==> src/rtl/imem_if.sv <==
// Instruction-memory request/acknowledge bus between the fetch unit (master)
// and instruction memory (slave).
interface imem_if #(
  parameter int XLEN = 64
) ();
  logic            req;
  logic [XLEN-1:0] addr;
  logic            ack;
  logic [31:0]     rdata;

  modport master (output req, output addr, input ack, input rdata);
  modport slave  (input req, input addr, output ack, output rdata);
endinterface

==> src/rtl/instr_fetch_unit.sv <==
// Instruction fetch stage: owns the PC, fetches one word per fetch_start over
// the imem request/ack bus with a bounded wait, holds the fetched word for
// decode, and accepts branch/jump redirects. Misaligned fetch addresses and
// memory timeouts raise a sticky fault that only an aligned redirect clears.
module instr_fetch_unit #(
  parameter int              XLEN     = 64,
  parameter logic [XLEN-1:0] RESET_PC = '0,
  parameter int              TIMEOUT  = 15
) (
  input  logic            clock,
  input  logic            reset,
  input  logic            fetch_start,
  input  logic            redirect_valid,
  input  logic [XLEN-1:0] redirect_pc,
  imem_if.master          imem,
  output logic [XLEN-1:0] pc,
  output logic [31:0]     instr,
  output logic [6:0]      opcode,
  output logic            instr_valid,
  output logic            busy,
  output logic            fault,
  output logic [1:0]      fault_code
);

  typedef enum logic [1:0] {
    S_IDLE  = 2'd0,
    S_REQ   = 2'd1,
    S_FAULT = 2'd2
  } state_t;

  typedef enum logic [1:0] {
    FC_NONE     = 2'd0,
    FC_MISALIGN = 2'd1,
    FC_TIMEOUT  = 2'd2
  } fault_code_t;

  localparam logic [31:0] NOP_INSTR    = 32'h0000_0013;
  // The wait counter starts at 0 on the first request cycle, so the request
  // is abandoned after TIMEOUT consecutive cycles without an ack.
  localparam logic [7:0]  TIMEOUT_LAST = 8'(TIMEOUT - 1);

  state_t          state_q, state_d;
  logic [XLEN-1:0] pc_q, pc_d;
  logic [XLEN-1:0] addr_q, addr_d;
  logic            req_q, req_d;
  logic [31:0]     instr_q, instr_d;
  logic            instr_valid_q, instr_valid_d;
  logic            busy_q, busy_d;
  logic            fault_q, fault_d;
  fault_code_t     fault_code_q, fault_code_d;
  logic [7:0]      cnt_q, cnt_d;
  logic            pend_valid_q, pend_valid_d;
  logic [XLEN-1:0] pend_pc_q, pend_pc_d;

  logic [XLEN-1:0] fetch_addr;

  // A redirect arriving with fetch_start is fetched directly instead of the PC.
  assign fetch_addr = redirect_valid ? redirect_pc : pc_q;

  // Next-state and next-output computation for the IDLE/REQ/FAULT machine.
  always_comb begin
    // NOTE: every _d gets a hold default first; a path that leaves one
    // unassigned would otherwise infer a latch.
    state_d       = state_q;
    pc_d          = pc_q;
    addr_d        = addr_q;
    req_d         = req_q;
    instr_d       = instr_q;
    instr_valid_d = instr_valid_q;
    busy_d        = busy_q;
    fault_d       = fault_q;
    fault_code_d  = fault_code_q;
    cnt_d         = cnt_q;
    pend_valid_d  = pend_valid_q;
    pend_pc_d     = pend_pc_q;

    unique case (state_q)
      S_IDLE: begin
        if (redirect_valid) begin
          pc_d = redirect_pc;
        end
        if (fetch_start) begin
          if (fetch_addr[1:0] != 2'b00) begin
            state_d      = S_FAULT;
            fault_d      = 1'b1;
            fault_code_d = FC_MISALIGN;
          end else begin
            state_d       = S_REQ;
            req_d         = 1'b1;
            addr_d        = fetch_addr;
            instr_valid_d = 1'b0;
            busy_d        = 1'b1;
            cnt_d         = '0;
            pend_valid_d  = 1'b0;
          end
        end
      end

      S_REQ: begin
        // A redirect never cancels the in-flight fetch; it is applied to the
        // PC once the fetch completes, last one wins.
        if (redirect_valid) begin
          pend_valid_d = 1'b1;
          pend_pc_d    = redirect_pc;
        end
        if (imem.ack) begin
          state_d       = S_IDLE;
          instr_d       = imem.rdata;
          instr_valid_d = 1'b1;
          req_d         = 1'b0;
          busy_d        = 1'b0;
          pend_valid_d  = 1'b0;
          if (redirect_valid) begin
            pc_d = redirect_pc;
          end else if (pend_valid_q) begin
            pc_d = pend_pc_q;
          end else begin
            pc_d = addr_q + XLEN'(4);  // wraps modulo 2^XLEN
          end
        end else if (cnt_q == TIMEOUT_LAST) begin
          state_d      = S_FAULT;
          req_d        = 1'b0;
          busy_d       = 1'b0;
          fault_d      = 1'b1;
          fault_code_d = FC_TIMEOUT;
          pend_valid_d = 1'b0;
        end else begin
          cnt_d = cnt_q + 8'd1;
        end
      end

      S_FAULT: begin
        if (redirect_valid && (redirect_pc[1:0] == 2'b00)) begin
          state_d      = S_IDLE;
          pc_d         = redirect_pc;
          fault_d      = 1'b0;
          fault_code_d = FC_NONE;
        end
      end

      default: begin
        state_d = S_IDLE;
      end
    endcase
  end

  // State and output registers; reset drops any outstanding request at once.
  always_ff @(posedge clock or negedge reset) begin
    if (!reset) begin
      state_q       <= S_IDLE;
      pc_q          <= RESET_PC;
      addr_q        <= RESET_PC;
      req_q         <= 1'b0;
      instr_q       <= NOP_INSTR;
      instr_valid_q <= 1'b0;
      busy_q        <= 1'b0;
      fault_q       <= 1'b0;
      fault_code_q  <= FC_NONE;
      cnt_q         <= '0;
      pend_valid_q  <= 1'b0;
      pend_pc_q     <= '0;
    end else begin
      // NOTE: non-blocking assignments so every register samples the
      // pre-edge values, independent of statement order.
      state_q       <= state_d;
      pc_q          <= pc_d;
      addr_q        <= addr_d;
      req_q         <= req_d;
      instr_q       <= instr_d;
      instr_valid_q <= instr_valid_d;
      busy_q        <= busy_d;
      fault_q       <= fault_d;
      fault_code_q  <= fault_code_d;
      cnt_q         <= cnt_d;
      pend_valid_q  <= pend_valid_d;
      pend_pc_q     <= pend_pc_d;
    end
  end

  assign imem.req    = req_q;
  assign imem.addr   = addr_q;
  assign pc          = pc_q;
  assign instr       = instr_q;
  assign opcode      = instr_q[6:0];
  assign instr_valid = instr_valid_q;
  assign busy        = busy_q;
  assign fault       = fault_q;
  assign fault_code  = fault_code_q;

endmodule
==> src/flat_wrapper.sv <==
// flat-port wrapper written by rule: the top's interface ports become plain ports
module instr_fetch_unit_flat 
#(
  parameter int              XLEN     = 64,
  parameter logic [XLEN-1:0] RESET_PC = '0,
  parameter int              TIMEOUT  = 15
)
  (clock, reset, fetch_start, redirect_valid, redirect_pc, pc, instr, opcode, instr_valid, busy, fault, fault_code, imem_req, imem_addr, imem_ack, imem_rdata);
  imem_if #(.XLEN(XLEN)) imem_i ();
  input  logic clock;
  input  logic reset;
  input  logic fetch_start;
  input  logic redirect_valid;
  input  logic [XLEN-1:0] redirect_pc;
  output logic [XLEN-1:0] pc;
  output logic [31:0] instr;
  output logic [6:0] opcode;
  output logic instr_valid;
  output logic busy;
  output logic fault;
  output logic [1:0] fault_code;
  output wire logic [$bits(imem_i.req)-1:0] imem_req;
  output wire logic [$bits(imem_i.addr)-1:0] imem_addr;
  input wire logic [$bits(imem_i.ack)-1:0] imem_ack;
  input wire logic [$bits(imem_i.rdata)-1:0] imem_rdata;
  assign imem_req = imem_i.req;
  assign imem_addr = imem_i.addr;
  assign imem_i.ack = imem_ack;
  assign imem_i.rdata = imem_rdata;
  instr_fetch_unit #(.XLEN(XLEN), .RESET_PC(RESET_PC), .TIMEOUT(TIMEOUT)) u_core (.clock(clock), .reset(reset), .fetch_start(fetch_start), .redirect_valid(redirect_valid), .redirect_pc(redirect_pc), .imem(imem_i), .pc(pc), .instr(instr), .opcode(opcode), .instr_valid(instr_valid), .busy(busy), .fault(fault), .fault_code(fault_code));
endmodule
==> config.mk <==
export PLATFORM = sky130hd
export DESIGN_NAME = instr_fetch_unit_flat
export DESIGN_NICKNAME = d
export VERILOG_FILES = /design/src/rtl/imem_if.sv /design/src/rtl/instr_fetch_unit.sv /design/src/flat_wrapper.sv
export SDC_FILE = /design/constraint.sdc
export NUM_CORES = 1
export LEC_CHECK = 0
export ABC_AREA = 0
export ABC_CLOCK_PERIOD_IN_PS = 6250
export CAP_MARGIN = 25
export CORE_MARGIN = 10
export CORE_UTILIZATION = 45
export CTS_BUF_LIST = sky130_fd_sc_hd__clkbuf_2
export CTS_CLUSTER_SIZE = 16
export DETAILED_ROUTE_END_ITERATION = 10
export DONT_BUFFER_PORTS = 1
export GPL_ROUTABILITY_DRIVEN = 1
export MAX_ROUTING_LAYER = met4
export PLACE_DENSITY = 0.64
export SYNTH_ARGS = -nofsm -noshare
export SYNTH_HDL_FRONTEND = slang
export SYNTH_SLANG_ARGS = --single-unit
==> constraint.sdc <==
create_clock -name clock -period 6.25 [get_ports clock]
set_clock_uncertainty 0.2 [all_clocks]
set_input_delay 1.875 -clock clock [delete_from_list [all_inputs] [get_ports clock]]
set_output_delay 1.875 -clock clock [all_outputs]
set_load 0.01 [all_outputs]
# == Word level (Yosys, flattened, before mapping) ==
# Index checks and enable logic that the tools add are counted.
# word_totals
reg_bits,240
in_bits,101
out_inout_bits,173
word_cells,83
# op_classes
n_addsub,2
eq_ne,13
n_mux,40
bitwise_logic,1
reduce_logical,16
# op_table
cell,n
2-to-1 mux 64 bit,5
case mux 64 bit (3 select lines),1
"adder 64 x 3 -> 64 bit, second input constant",1
2-to-1 mux 8 bit,4
2-to-1 mux 2 bit,8
case mux 8 bit (2 select lines),1
2-to-1 mux 1 bit,15
case mux 2 bit (3 select lines),2
AND reduction 4 bit,3
"!= test 2 bit, second input constant",5
AND reduction 3 bit,3
"adder 8 x 1 -> 8 bit, second input constant",1
"== test 8 x 4 -> 1 bit, second input constant",1
"!= test 2 x 1 -> 1 bit, second input constant",3
case mux 1 bit (2 select lines),3
AND reduction 6 bit,1
AND reduction 5 bit,1
zero test 2 bit,2
"!= test 4 x 3 -> 1 bit, second input constant",1
AND reduction 2 bit,2
nonzero test 2 bit,2
"!= test 3 x 2 -> 1 bit, second input constant",1
case mux 1 bit (3 select lines),1
nonzero test 3 bit,1
4 further kinds,4

# == Longest topological paths before layout ==
# depth
word_depth,5
mapped_depth,11
mapped_depth_nobuf,8

# == Least setup slack after synthesis ==
# No wires, ideal clock.
# synth_timing
path_type,in2reg
start,input port redirect_pc[1]
end,register u_core.pc_q[31] (netlist: u_core.pc[31])
setup_time_ns,0.148
arrival_time_ns,3.376
required_time_ns,5.902
path_slack_ns,2.527
stages,7
path_buffers,2
cell_sequence,nor3b_1 -> o211a_1 -> clkbuf_1 -> nand2_1 -> clkbuf_8 -> nor2_1 -> a21boi_0
# synth_between
elab_chain_cells,4
# synth_rtl
element,line_no,text
from (decl),flat_wrapper.sv:14,input logic [XLEN-1:0] redirect_pc;
zero test 2 bit,instr_fetch_unit.sv:133,if (redirect_valid && (redirect_pc[1:0] == 2'b00)) begin
logical AND 1 bit,instr_fetch_unit.sv:133,
!= test 2 x 1 -> 1 bit (no source line),--,
AND reduction 3 bit (no source line),--,
to (signal assigned),instr_fetch_unit.sv:166,pc_q <= pc_d;
to (decl),instr_fetch_unit.sv:43,"logic [XLEN-1:0] pc_q, pc_d;"
# Every way passes these cells.
# A chain may end at the register's enable or synchronous reset.

# == Worst setup path in the final report ==
# layout_timing
start,input port redirect_valid
end,register u_core.pc_q[18] (netlist: u_core.pc[18])
# layout_between
elab_chain_cells,3
elab_cells_between_ends,7
cone_classes,eq/ne (1); mux (4); reduce/logical (2)
# layout_rtl
element,line_no,text
from (decl),flat_wrapper.sv:13,input logic redirect_valid;
2-to-1 mux 64 bit / logical AND 1 bit (equally long branches),"instr_fetch_unit.sv:113, instr_fetch_unit.sv:133",
2-to-1 mux 64 bit / != test 2 x 1 -> 1 bit (equally long branches),--,
case mux 64 bit (3 select lines) / AND reduction 3 bit (equally long branches),--,
# Several ways; a longest one is shown, not always the timed one. The select of a mux whose other input is x is not followed.

==> impl_metrics.ini <==
[logic_synthesis]
synthCells = 1535
async_flop_share = 1.000
synth_most_common_cell = nand2_1
synth_ff_type = dfrtp_1
synth_edf_count = 0
syn_nets = 1642
ys_ff_latch = 240
syn-cell-area_mm2 = 0.01339
synth_top_area_share = 0.4429
synth_top_cell_by_area = dfrtp_1
postSynthAreaPerCell_um2 = 8.723
synthTopCellsByCount = nand2_1, dfrtp_1, o21ai_0, a21oi_1, nor2_1
synth_area_leaders = dfrtp_1, nand2_1, o21ai_0, a21oi_1, mux2i_1
ys_seq_area_frac = 0.4488
ys.warnings.count = 0
yosysUniqueCellTypes = 72

[placement]
place_ws_ns = 1.491
portBuffers = 0
hpwl_mm = 31.69
postPlaceCellArea_mm2 = 0.01357
dp.cells = 1836
gp_congestion = 0.9226

[cells_and_area]
nets = 1625
n_fill_cell = 2836
drive_gt1_frac = 0.1251
fin_area_mm2 = 0.01424
fin_cells = 1958
synthToLayoutAreaGrowth_pct = 6.363

[worst_setup_path]
r2r_start = u_core.state_q[0]
cp.arrival_ns = 4.53
cp-startpoint = redirect_valid
cp-end-kind = flop
worst_setup_path_start_kind = primary input
crit_required_ns = 6.72
r2r_setup_slack_ns = 2.50
rr_worst_depth = 10
worstPathMaxFanout = 156
r2r-end = u_core.pc[18]
critical_path_class = in2reg

[sta]
worst_pin_slew_ns = 1.050
finalWorstSetupSlack_ns = 2.193
finalSetupTns_ns = 0
finalSetupViolCount = 0
fmax_ghz = 0.2465
slew_viol_final = 0
min_period_over_period = 0.6490
finalHoldViolations = 0
final.min_clock_period_ns = 4.057
maxSlewHeadroom = 0.2994
rsz0062_at_grt = no

[drt]
drc = 0
drt_pass1_iterations = 6
vias = 12030
wl_per_cell_um = 23.87
drt-initial-drc-count = 1301
drt_wl_total_mm = 46.75
via_per_inst = 6.144
ant_nets = 0

[min_path]
hold-path-cell-count = 2
holdCritPathClass = reg2reg
hp-start = u_core.pend_pc_q[54]
min_to = u_core.pend_pc_q[54]

[clock_network]
cts_made_buffers = 69
ctsResizeCount = 0
clock_sinks = 240
post-cts-setup-buffers = 0
clk_pin_slew_worst_paths_ns = 0.08
cts_hold_buf = 0
cts_tree = yes
clock_latency_ns = 0.83
htree_levels = 3
cts_buffer_depth = 3
clockRootBuffer = clkbuf_2

[global_route]
antenna_found_initial = 1
gr-usage-all-layers = 0.2545
overflow = 0
grt_pass1_wl_mm = 71.61
grt_max_degree = 241
first_global_vias = 11640

[die]
die_area_mm2 = 0.03706
start_util = 0.4542
coreArea_mm2 = 0.02948
rows = 63
die_h_um = 192.5
die_w_um = 192.5
pin_count = 274

[power_and_ir_drop]
power.density_mw_per_mm2 = 562.3
p_leak_nw = 6.313
ir_drop_mv = 0.3137

[run]
drv_cap = 0

[status]
status = complete, no violations
[registers in the layout, indices dropped and copies added, names as in the netlist]
| register | flops |
|---|---|
| u_core.fault_code | 2 |
| u_core.instr_valid | 1 |
| u_core.pc | 64 |
| u_core.imem.req | 1 |
| u_core.instr | 32 |
| u_core.fault | 1 |
| u_core.pend_pc_q | 64 |
| u_core.pend_valid_q | 1 |
| u_core.cnt_q | 8 |
| u_core.imem.addr | 64 |
| u_core.state_q | 2 |
[layout make-up]
type	instances	area [µm²]	share of cell area
Multi-Input combinational cell	1165	6817	0.4786
Sequential cell	240	6010	0.4219
Clock buffer	102	510.5	0.03584
Tap cell	390	488.0	0.03426
Timing Repair Buffer	22	192.7	0.01353
Clock inverter	18	147.6	0.01037
Inverter	20	75.07	0.005271
Antenna cell	1	2.502	0.0001757
[stage by stage]
step	hold WS [ns]	util	total power [mW]
6_report	0.2704	0.4831	8.008
5_1_grt	0.2915	0.4831	8.590
4_1_cts	0.2746	0.4828	8.002
3_5_place_dp	0.2532	0.4604	6.743
3_3_place_gp	0.2480	0.4590	6.581
2_1_floorplan	0.2369	-	5.605
[worst max-delay path: stages]
cell	delay, ns
nor3b_1	0.60
o211ai_1	0.41
buf_4	0.37
nor3_2	0.79
nand2_1	0.11
a221oi_1	0.24
nor2_1	0.08
[kinds of logic after synthesis]
| family | count (synthesis) | share of synthesized area |
|---|---|---|
| buffers and inverters | 130 | 0.04392 |
| AOI/OAI and AO/OA | 416 | 0.1964 |
| muxes | 84 | 0.06625 |
| adders and majority gates | 6 | 0.005606 |
| DFF | 240 | 0.4488 |
| xor gates and xnor gates | 51 | 0.03336 |
| and+or+nand+nor | 608 | 0.2057 |
[cells in the final DEF (no fill, tap or decap), drive strengths merged, types with 9 or more instances in the layout]
master,instances
nand4,29
a31oi,16
o22ai,34
a22oi,14
a21oi,99
dfrtp,237
inv,19
xnor2,29
o21ai,130
a221oi,22
a32oi,9
nand2,360
nor2b,14
and3,15
buf,22
o221ai,13
a21boi,10
nor3,11
and4,14
nor2,98
or3,9
clkinv,16
mux2i,47
a221o,9
nand3,28
xor2,22
clkbuf,102
mux2,37
nand2b,12
[power breakdown]
part | switching [mW] | internal (mW) | total, mW
clock | 0.688 | 0.554 | 1.24
combinational | 2.00 | 1.27 | 3.26
sequential | 1.21 | 2.29 | 3.50
total | 3.90 | 4.11 | 8.01
[layer usage]
layer,vias up,track usage,wire length [µm]
met1,5842,0.3147,18220
li1,5492,-,-
met2,605,0.3901,21950
met5,-,-,0
met3,90,0.08294,5427
met4,0,0.07692,1147
[worst max path at each step]
stage	slack (ns)	end	cells past startpoint
final	2.19	u_core.pc[18]	7
after global routing	2.06	u_core.pc[18]	7
after CTS	2.38	u_core.pc[18]	7
after detailed placement	1.49	u_core.pc[18]	7
after global placement	1.50	u_core.pc[18]	7
after floorplan	2.53	u_core.pc[31]	7
No activity file was read; power rests on OpenSTA's default activity.
